$ cat config.mk
export PLATFORM = sky130hd
export DESIGN_NAME = pc_sequencer
export DESIGN_NICKNAME = d
export VERILOG_FILES = /design/src/rtl/cpu_pkg.sv /design/src/rtl/jump_cond_eval.sv /design/src/rtl/pc_sequencer.sv
export SDC_FILE = /design/constraint.sdc
export NUM_CORES = 1
export LEC_CHECK = 0
export CORE_UTILIZATION = 40
export CTS_CLUSTER_SIZE = 14
export DETAILED_ROUTE_END_ITERATION = 12
export PLACE_DENSITY = 0.71
export SLEW_MARGIN = 20
export SYNTH_ARGS = -nofsm -noshare
export SYNTH_HDL_FRONTEND = slang
export SYNTH_SLANG_ARGS = --single-unit
$ cat constraint.sdc
create_clock -name clk -period 4.1 [get_ports clk]
set_clock_uncertainty 0.1 [all_clocks]
set_input_delay 0.41 -clock clk [delete_from_list [all_inputs] [get_ports clk]]
set_output_delay 0.41 -clock clk [all_outputs]
set_load 0.02 [all_outputs]
$ cat src/rtl/cpu_pkg.sv
`default_nettype none
// ============================================================================
//  Package     : cpu_pkg
//  Description : Shared encodings for the 16-bit MSP430-style core front end.
//                Holds the sequencer state codes, the jump opcode, the eight
//                jump condition codes and the status-flag bit positions
//                inside the 4-bit {V,N,Z,C} flag vector.
//  Revision    : 1.0 - initial release
// ============================================================================
package cpu_pkg;

    // ------------------------------------------------------------------------
    // Sequencer state encoding (also exported on the fsm_state debug port)
    // ------------------------------------------------------------------------
    localparam logic [2:0] S_RESET  = 3'd0;
    localparam logic [2:0] S_FETCH  = 3'd1;
    localparam logic [2:0] S_DECODE = 3'd2;
    localparam logic [2:0] S_ISSUE  = 3'd3;
    localparam logic [2:0] S_WAIT   = 3'd4;

    // ------------------------------------------------------------------------
    // Jump format: instr[15:13] = JMP_OPC, instr[12:10] = condition,
    // instr[9:0] = signed word offset relative to the already-advanced PC.
    // ------------------------------------------------------------------------
    localparam logic [2:0] JMP_OPC  = 3'b001;

    localparam logic [2:0] COND_JNE = 3'b000;   // !Z
    localparam logic [2:0] COND_JEQ = 3'b001;   //  Z
    localparam logic [2:0] COND_JNC = 3'b010;   // !C
    localparam logic [2:0] COND_JC  = 3'b011;   //  C
    localparam logic [2:0] COND_JN  = 3'b100;   //  N
    localparam logic [2:0] COND_JGE = 3'b101;   // !(N ^ V)
    localparam logic [2:0] COND_JL  = 3'b110;   //  N ^ V
    localparam logic [2:0] COND_JMP = 3'b111;   // always

    // ------------------------------------------------------------------------
    // Bit positions inside flags[3:0] = {V,N,Z,C}
    // ------------------------------------------------------------------------
    localparam int FLG_C = 0;
    localparam int FLG_Z = 1;
    localparam int FLG_N = 2;
    localparam int FLG_V = 3;

    // True when the instruction word belongs to the jump group.
    function automatic logic is_jump(input logic [15:0] word);
        return (word[15:13] == JMP_OPC);
    endfunction

endpackage : cpu_pkg
`default_nettype wire

$ cat src/rtl/jump_cond_eval.sv
`default_nettype none
// ============================================================================
//  Module      : jump_cond_eval
//  Description : Purely combinational jump-condition evaluator. Decides
//                whether a jump with condition code `cond` is taken given
//                the current status flags.
//  Ports       :
//      cond   in  3   jump condition field (instr[12:10])
//      flags  in  4   status flags {V,N,Z,C}
//      take   out 1   1 = jump taken
//  Revision    : 1.0 - initial release
// ============================================================================
module jump_cond_eval
    import cpu_pkg::*;
(
    input  logic [2:0] cond,
    input  logic [3:0] flags,
    output logic       take
);

    logic flag_c;
    logic flag_z;
    logic flag_n;
    logic flag_v;

    assign flag_c = flags[FLG_C];
    assign flag_z = flags[FLG_Z];
    assign flag_n = flags[FLG_N];
    assign flag_v = flags[FLG_V];

    always_comb begin
        take = 1'b0;
        case (cond)
            COND_JNE: take = ~flag_z;
            COND_JEQ: take =  flag_z;
            COND_JNC: take = ~flag_c;
            COND_JC:  take =  flag_c;
            COND_JN:  take =  flag_n;
            // Signed comparisons: N^V is the true sign of the subtraction
            // result once overflow is taken into account.
            COND_JGE: take = ~(flag_n ^ flag_v);
            COND_JL:  take =  (flag_n ^ flag_v);
            COND_JMP: take = 1'b1;
            default:  take = 1'b0;
        endcase
    end

endmodule : jump_cond_eval
`default_nettype wire

$ cat src/rtl/pc_sequencer.sv
`default_nettype none
// ============================================================================
//  Module      : pc_sequencer
//  Description : Program-counter sequencer for the 16-bit MSP430-style core.
//                Owns the PC, runs the instruction-memory fetch handshake,
//                resolves every jump locally from the status flags and hands
//                all other instructions to the control unit over valid/ready,
//                then waits for retire. Strictly one instruction in flight.
//  Ports       :
//      clk           in   1     system clock, rising edge
//      rst_n         in   1     asynchronous active-low reset
//      imem_req      out  1     fetch request, held until imem_ack
//      imem_addr     out  PC_W  fetch address (always the PC)
//      imem_ack      in   1     fetch data valid this cycle
//      imem_rdata    in   16    fetched instruction word
//      instr_valid   out  1     instruction valid to the control unit
//      instr         out  16    issued instruction, stable while valid
//      instr_ready   in   1     control unit accepts instr
//      retire        in   1     control unit finished; flags are current
//      redirect_en   in   1     with retire: load redirect_pc into the PC
//      redirect_pc   in   PC_W  redirect target (bit 0 is forced to 0)
//      flags         in   4     status flags {V,N,Z,C}
//      pc            out  PC_W  current PC (address of the next fetch)
//      branch_taken  out  1     one-cycle pulse when a jump is taken
//      fsm_state     out  3     current sequencer state, debug only
//  Revision    : 1.0 - initial release
// ============================================================================
module pc_sequencer
    import cpu_pkg::*;
#(
    parameter int              PC_W     = 16,
    parameter logic [PC_W-1:0] RESET_PC = PC_W'(16'hC000),
    parameter int              OFF_W    = 10
) (
    input  logic            clk,
    input  logic            rst_n,

    output logic            imem_req,
    output logic [PC_W-1:0] imem_addr,
    input  logic            imem_ack,
    input  logic [15:0]     imem_rdata,

    output logic            instr_valid,
    output logic [15:0]     instr,
    input  logic            instr_ready,
    input  logic            retire,
    input  logic            redirect_en,
    input  logic [PC_W-1:0] redirect_pc,

    input  logic [3:0]      flags,

    output logic [PC_W-1:0] pc,
    output logic            branch_taken,
    output logic [2:0]      fsm_state
);

    // PC values are halfword aligned; bit 0 is cleared wherever a PC is loaded.
    localparam logic [PC_W-1:0] PC_ALIGN_MASK = ~PC_W'(1);

    // ------------------------------------------------------------------------
    // Internal state
    // ------------------------------------------------------------------------
    logic [2:0]      state;
    logic [2:0]      state_next;
    logic [15:0]     ir;            // word captured on the fetch handshake

    logic            ir_is_jump;
    logic            cond_take;
    logic            jump_take;
    logic [PC_W-1:0] pc_plus2;
    logic [PC_W-1:0] jump_disp;
    logic [PC_W-1:0] jump_target;

    // ------------------------------------------------------------------------
    // Jump resolution
    // ------------------------------------------------------------------------
    jump_cond_eval u_jump_cond_eval (
        .cond  (ir[12:10]),
        .flags (flags),
        .take  (cond_take)
    );

    assign ir_is_jump = is_jump(ir);
    assign jump_take  = ir_is_jump & cond_take;

    // Word offset -> byte displacement: sign-extend and shift left by one.
    // The PC has already been advanced past the jump word when this is used,
    // so the target is relative to the following instruction.
    assign jump_disp   = {{(PC_W-OFF_W-1){ir[OFF_W-1]}}, ir[OFF_W-1:0], 1'b0};
    assign jump_target = pc + jump_disp;
    assign pc_plus2    = pc + PC_W'(2);

    // ------------------------------------------------------------------------
    // FSM: state register
    // ------------------------------------------------------------------------
    always_ff @(posedge clk or negedge rst_n) begin
        if (!rst_n) begin
            state <= S_RESET;
        end else begin
            state <= state_next;
        end
    end

    // ------------------------------------------------------------------------
    // FSM: next-state logic
    // ------------------------------------------------------------------------
    always_comb begin
        state_next = state;
        case (state)
            S_RESET:  state_next = S_FETCH;
            S_FETCH:  if (imem_ack)    state_next = S_DECODE;
            // Jumps are fully resolved here and never reach the control unit.
            S_DECODE: state_next = ir_is_jump ? S_FETCH : S_ISSUE;
            S_ISSUE:  if (instr_ready) state_next = S_WAIT;
            // retire is only honoured here, so a retire coinciding with the
            // hand-off cycle in S_ISSUE is deliberately dropped.
            S_WAIT:   if (retire)      state_next = S_FETCH;
            default:  state_next = S_RESET;
        endcase
    end

    // ------------------------------------------------------------------------
    // FSM: outputs (decoded from the registered state so they drop the
    // instant rst_n is asserted)
    // ------------------------------------------------------------------------
    always_comb begin
        imem_req     = 1'b0;
        instr_valid  = 1'b0;
        branch_taken = 1'b0;
        case (state)
            S_FETCH:  imem_req     = 1'b1;
            S_DECODE: branch_taken = jump_take;
            S_ISSUE:  instr_valid  = 1'b1;
            default: ;
        endcase
    end

    // ------------------------------------------------------------------------
    // Datapath: PC, instruction register, issued instruction
    // ------------------------------------------------------------------------
    always_ff @(posedge clk or negedge rst_n) begin
        if (!rst_n) begin
            pc    <= RESET_PC & PC_ALIGN_MASK;
            ir    <= '0;
            instr <= '0;
        end else begin
            case (state)
                S_FETCH: begin
                    if (imem_ack) begin
                        ir <= imem_rdata;
                        pc <= pc_plus2;
                    end
                end
                S_DECODE: begin
                    if (ir_is_jump) begin
                        if (jump_take) begin
                            pc <= jump_target;
                        end
                    end else begin
                        instr <= ir;
                    end
                end
                S_WAIT: begin
                    if (retire && redirect_en) begin
                        pc <= redirect_pc & PC_ALIGN_MASK;
                    end
                end
                default: ;
            endcase
        end
    end

    assign imem_addr = pc;
    assign fsm_state = state;

endmodule : pc_sequencer
`default_nettype wire
==> results of run 1 <==
==> worst min-delay path by stage <==
| stage | endpoint | slack, ns | cells after the start |
|---|---|---|---|
| 2_1_floorplan | fsm_state[0] | 0.01 | 0 |
| 5_1_grt | ir[2] | 0.15 | 2 |
| 4_1_cts | imem_addr[6] | 0.12 | 2 |
| 3_5_place_dp | instr[15] | 0.38 | 1 |
| 3_3_place_gp | instr[14] | 0.38 | 1 |
| 6_report | instr[2] | 0.1 | 2 |
==> flip-flops by register name (all words and copies together) (netlist names) <==
signal and count:
imem_addr 15, fsm_state 3, instr 16, ir 16
==> worst max-delay path: stages, from the launching register on <==
cell,delay (ns)
dfrtp_1,0.56
nor3b_1,0.68
nand2_1,0.25
fa_1,0.48
nand2b_1,0.18
a211o_1,0.30
a21oi_2,0.30
or2_1,0.24
mux2_2,0.35
o221ai_1,0.13
==> routing by layer <==
metal / vias up / track usage / part of all wire
li1: 1218 / - / -
met1: 1236 / 0.229 / 0.45
met5: - / 0 / 0
met3: 6 / 0.0541 / 0.061
met4: 0 / 0.0417 / 0.0089
met2: 65 / 0.307 / 0.48
==> cells in the mapped netlist, drive strengths merged, types with 3 or more instances <==
cell type,count,share of area
buf,28,0.073
xnor2,4,0.011
xor2,3,0.0084
nand2,30,0.036
ha,9,0.036
dfrtp,48,0.39
o211ai,6,0.016
a31oi,7,0.016
clkbuf,4,0.0080
mux2,30,0.11
o221ai,3,0.0084
nor2,24,0.029
a21o,3,0.0072
a21oi,21,0.036
nand3b,3,0.0072
nor4,3,0.011
inv,8,0.0096
nor3,3,0.0048
and2,11,0.023
nand2b,4,0.0080
o21ai,8,0.014
nand3,5,0.0080
a211oi,6,0.018
nor3b,4,0.013
==> through the flow <==
stage	setup WS, ns	hold slack (ns)	instance area [um^2]
after global placement	0.488	0.384	3930
after global routing	0.117	0.146	4020
after CTS	0.382	0.121	4020
after floorplan	0.791	0.0144	3120
final	0.431	0.0962	4020
after detailed placement	0.419	0.384	3930
==> kinds of logic after synthesis <==
family,share of synthesized area
compound gates,0.159
xor+xnor,0.0197
fa+ha+maj,0.0426
buf+inv,0.0904
flops,0.403
mux,0.115
other cells,0.00120
simple gates,0.169
==> final cells by class <==
type | instances | area (um^2) | share of cell area
tap | 99 | 124 | 0.0308
timing repair buffer | 95 | 938 | 0.233
inverter | 8 | 30.0 | 0.00747
clock inverter | 3 | 25.0 | 0.00622
multi-input combinational | 219 | 1580 | 0.393
sequential | 50 | 1250 | 0.312
clock buffer | 5 | 68.8 | 0.0171
==> report_power, final <==
part	internal [uW]	switching [uW]	total [uW]
Combinational	940	945	1890
Clock	124	181	305
Sequential	731	256	987
==> results_dict.tcl, run 1 <==
set metrics [dict create \
    synth_area_per_cell_um2 10.1 \
    synth_flop_cell "dfrtp_1" \
    dpl.hpwl_um 5330 \
    min_period_ns 3.67 \
    drc 0 \
    port-buffer-count 92 \
    fin_cells 479 \
    fin_tns_setup_ns 0 \
    cp_max_fo 12 \
    final_util 0.546 \
    p_per_area_nw_per_um2 790 \
    rsz0062_at_grt "no" \
    via_per_inst 5.27 \
    grt_pass1_vias 2483 \
    r2r_end "imem_addr[13]" \
    grt_usage 0.182 \
    grt_max_degree 51 \
    drt_iter0_drc 57 \
    post-place-cells 471 \
    start_util 0.422 \
    grt_first_pass_wirelength_um 12100 \
    worst_pin_slew_ns 0.794 \
    synth_warnings 0 \
    end_kind "flop" \
    criticalPathCategory "flop to flop" \
    synthDistinctLibCells 64 \
    finalSetupViolCount 0 \
    grt_remaining_overflow 0 \
    synthArstFlopShare 1.00 \
    syn_to_final_growth_pct 29.2 \
    insertion_delay_ns 0.31 \
    cts.hold.buffers_added 0 \
    postCtsSetupBuffers 0 \
    layout_commonest_cell "clkdlybuf4s50_1" \
    wl_per_cell_um 15.0 \
    slew_violations 0 \
    nFillCells 664 \
    ff2ff_setup_slack_ns 0.43 \
    synthCells 308 \
    die-area_um2 8140 \
    numCtsBuffers 5 \
    status "completed" \
    max_freq_mhz 273 \
    fp.dieH_um 90.2 \
    hold_class "primary input to async pin" \
    io_pins 96 \
    gp_congestion 0.801 \
    endpoint "imem_addr[13]" \
    rows 31 \
    core_area_um2 7370 \
    reg2regPathDepth 9 \
    critPathLaunchType "flop" \
    arrival_ns 3.80 \
    cts-htree-levels 2 \
    ant_nets 0 \
    clock-sinks 50 \
    cts_tree "done" \
    cts_max_path_buffers 2 \
    reg2reg_from "fsm_state[1]" \
    syn_area_um2 3110 \
    cp.required_ns 4.23 \
    drt_wl_total_um 7200 \
    root_buffer "clkbuf_8" \
    clkTransAtPathRegs_ns 0.10 \
    fin_crit_sh 0.895 \
    drive_gt1_frac 0.163 \
    drv_cap 0 \
    antenna_found_initial 0 \
    cellLeakagePower_uw 0.00168 \
    first_pass_iters 4 \
    layout.nets 431 \
    route.vias.total 2525 \
    synth_edf_count 0 \
    final_cell_mix "clkdlybuf4s50_1 (91), dfrtp_1 (48), nand2_1 (30), mux2_2 (30), nor2_1 (24)" \
    relSlewSlack 0.471 \
    cts_resized 0 \
    finalHoldViolations 0 \
    cp-startpoint "fsm_state[1]" \
    ys_ff_latch 50 \
    antenna_cells 0 \
    synth-seq-area-share 0.403 \
    peakVddDrop_mv 0.380 \
    die_x_um 90.2 \
    report.power.total_uw 3180 \
]
Power figures use the tool's default switching activity.
==> inputs of run 2 (changes only) <==
--- a/config.mk
+++ b/config.mk
@@ -8,7 +8,9 @@
 export CORE_UTILIZATION = 40
 export CTS_CLUSTER_SIZE = 14
 export DETAILED_ROUTE_END_ITERATION = 12
+export HOLD_SLACK_MARGIN = 0.03
 export PLACE_DENSITY = 0.71
+export REMOVE_ABC_BUFFERS = 1
 export SLEW_MARGIN = 20
 export SYNTH_ARGS = -nofsm -noshare
 export SYNTH_HDL_FRONTEND = slang
==> run 2 against run 1 <==
Fmax rose by 1.5%. Register-to-register slack improved by 0.06 ns. Sequential share of layout area is 0.39 points lower. Worst hold slack gained 0.017 ns. Cell area increased by 1.3%. Clock power is 37% higher. Flip-flop and latch count stayed put. Critical path depth up 1. First-iteration DRC count increased by 150%. Non-clock buffer count rose by 1. Critical endpoint unchanged. Largest cell class unchanged. Largest power group unchanged.
==> results_dict.tcl, run 2 (synthesis results as in run 1) <==
set metrics [dict create \
    end_kind "flop" \
    via_per_inst 5.28 \
    fp.dieH_um 90.2 \
    peakVddDrop_mv 0.374 \
    max_freq_mhz 277 \
    final.setup.worst_slack_ns 0.486 \
    arrival_ns 3.74 \
    core_area_um2 7370 \
    fin_tns_setup_ns 0 \
    grt_usage 0.180 \
    antenna_cells 0 \
    reg2reg_from "fsm_state[1]" \
    cts-htree-levels 2 \
    fin_crit_sh 0.881 \
    die_x_um 90.2 \
    slowest_delay_ns 0.56 \
    drt_wl_total_um 7260 \
    fin_cells 480 \
    criticalPathCategory "flop to flop" \
    finalSetupViolCount 0 \
    cts_resized 0 \
    hold_class "primary input to async pin" \
    worst_pin_slew_ns 0.898 \
    relSlewSlack 0.401 \
    die-area_um2 8140 \
    cp_max_fo 12 \
    reg2regPathDepth 10 \
    root_buffer "clkbuf_8" \
    ant_nets 0 \
    cts_tree "done" \
    drv_cap 0 \
    min_period_ns 3.61 \
    cp.depth 10 \
    crit_chain "nor3b_1, buf_4, nand2_1, fa_1, nand2b_1, a211o_1, a21oi_2, or2_1, mux2_2, o221ai_1" \
    slowest_stage "dfrtp_1" \
    postCtsSetupBuffers 0 \
    grt_pass1_vias 2476 \
    r2r_end "imem_addr[13]" \
    drc 0 \
    io_pins 96 \
    cts_max_path_buffers 2 \
    cts.hold.buffers_added 0 \
    cp-startpoint "fsm_state[1]" \
    syn_to_final_growth_pct 30.8 \
    grt_max_degree 51 \
    layout_commonest_cell "clkdlybuf4s50_1" \
    rows 31 \
    first_pass_iters 4 \
    grt_first_pass_wirelength_um 12000 \
    cp.required_ns 4.22 \
    post-place-ws_ns 0.483 \
    numCtsBuffers 5 \
    final_cell_mix "clkdlybuf4s50_1 (91), dfrtp_1 (48), nand2_1 (30), mux2_2 (30), nor2_1 (24)" \
    port-buffer-count 92 \
    rsz0062_at_grt "no" \
    grt_remaining_overflow 0 \
    clock-sinks 50 \
    clkTransAtPathRegs_ns 0.10 \
    slew_violations 0 \
    cellLeakagePower_uw 0.00171 \
    wl_per_cell_um 15.1 \
    timing.critical_path.max_delay_family "simple AND/OR/NAND/NOR gates" \
    insertion_delay_ns 0.30 \
    p_per_area_nw_per_um2 808 \
    path_buf_inv 1 \
    drt_iter0_drc 140 \
    route.vias.total 2536 \
    status "completed" \
    gp_congestion 0.858 \
    start_util 0.422 \
    dpl.hpwl_um 5200 \
    critPathLaunchType "flop" \
    layout.nets 432 \
    post-place-cells 472 \
    ff2ff_setup_slack_ns 0.49 \
    finalHoldViolations 0 \
    antenna_found_initial 0 \
    drive_gt1_frac 0.165 \
    endpoint "imem_addr[13]" \
]
-- run 2: cell types whose count changed in the layout (fill, tap and decap cells not counted) --
cell        change
buf_4           +1
bufinv_16       +2
inv_6           -1
clkinvlp_4      -1
-- run 2: area by class of cell --
class	instances	area, um^2
flip-flops and latches	50	1250
clock buffers	5	68.8
fillers	693	3300
multi-input cells	219	1580
repair buffers	96	946
well taps	99	124
inverters	8	30.0
clock inverters	3	68.8
-- run 2: per-layer routing --
layer / global-route usage / vias to the layer above / wire length (um)
li1: - / 1227 / -
met3: 0.0389 / 4 / 377
met1: 0.248 / 1229 / 3500
met5: 0 / - / 0
met2: 0.289 / 76 / 3330
met4: 0.0403 / 0 / 54
-- run 2: how the worst min path moves through the flow --
stage                   end      start  slack (ns)  depth (start not counted)
2_1_floorplan  fsm_state[0]      rst_n        0.01                          0
3_3_place_gp       instr[8]   instr[8]        0.39                          1
3_5_place_dp      instr[14]  instr[14]        0.39                          1
4_1_cts              ir[10]      rst_n        0.13                          2
5_1_grt            instr[4]      rst_n        0.17                          2
6_report           instr[4]      rst_n        0.11                          2
-- run 2: stage by stage --
step | utilization | instance area, um^2 | hold WS [ns] | power [uW]
finish | 0.553 | 4070 | 0.114 | 3290
global route | 0.553 | 4070 | 0.170 | 3520
CTS | 0.553 | 4070 | 0.127 | 3310
detailed placement | 0.534 | 3940 | 0.393 | 2880
global placement | 0.534 | 3940 | 0.388 | 2840
floorplan | - | 2870 | 0.0144 | 2140
-- run 2: where the power goes --
group / internal (uW) / switching (uW)
logic: 943 / 952
registers: 730 / 249
clock network: 245 / 173
-- run 2: worst register-to-register path: stages, from the launching register on --
cell and delay, ns:
dfrtp_1 0.56, nor3b_1 0.56, buf_4 0.23, nand2_1 0.08, fa_1 0.43, nand2b_1 0.19
a211o_1 0.31, a21oi_2 0.31, or2_1 0.26, mux2_2 0.36, o221ai_1 0.14
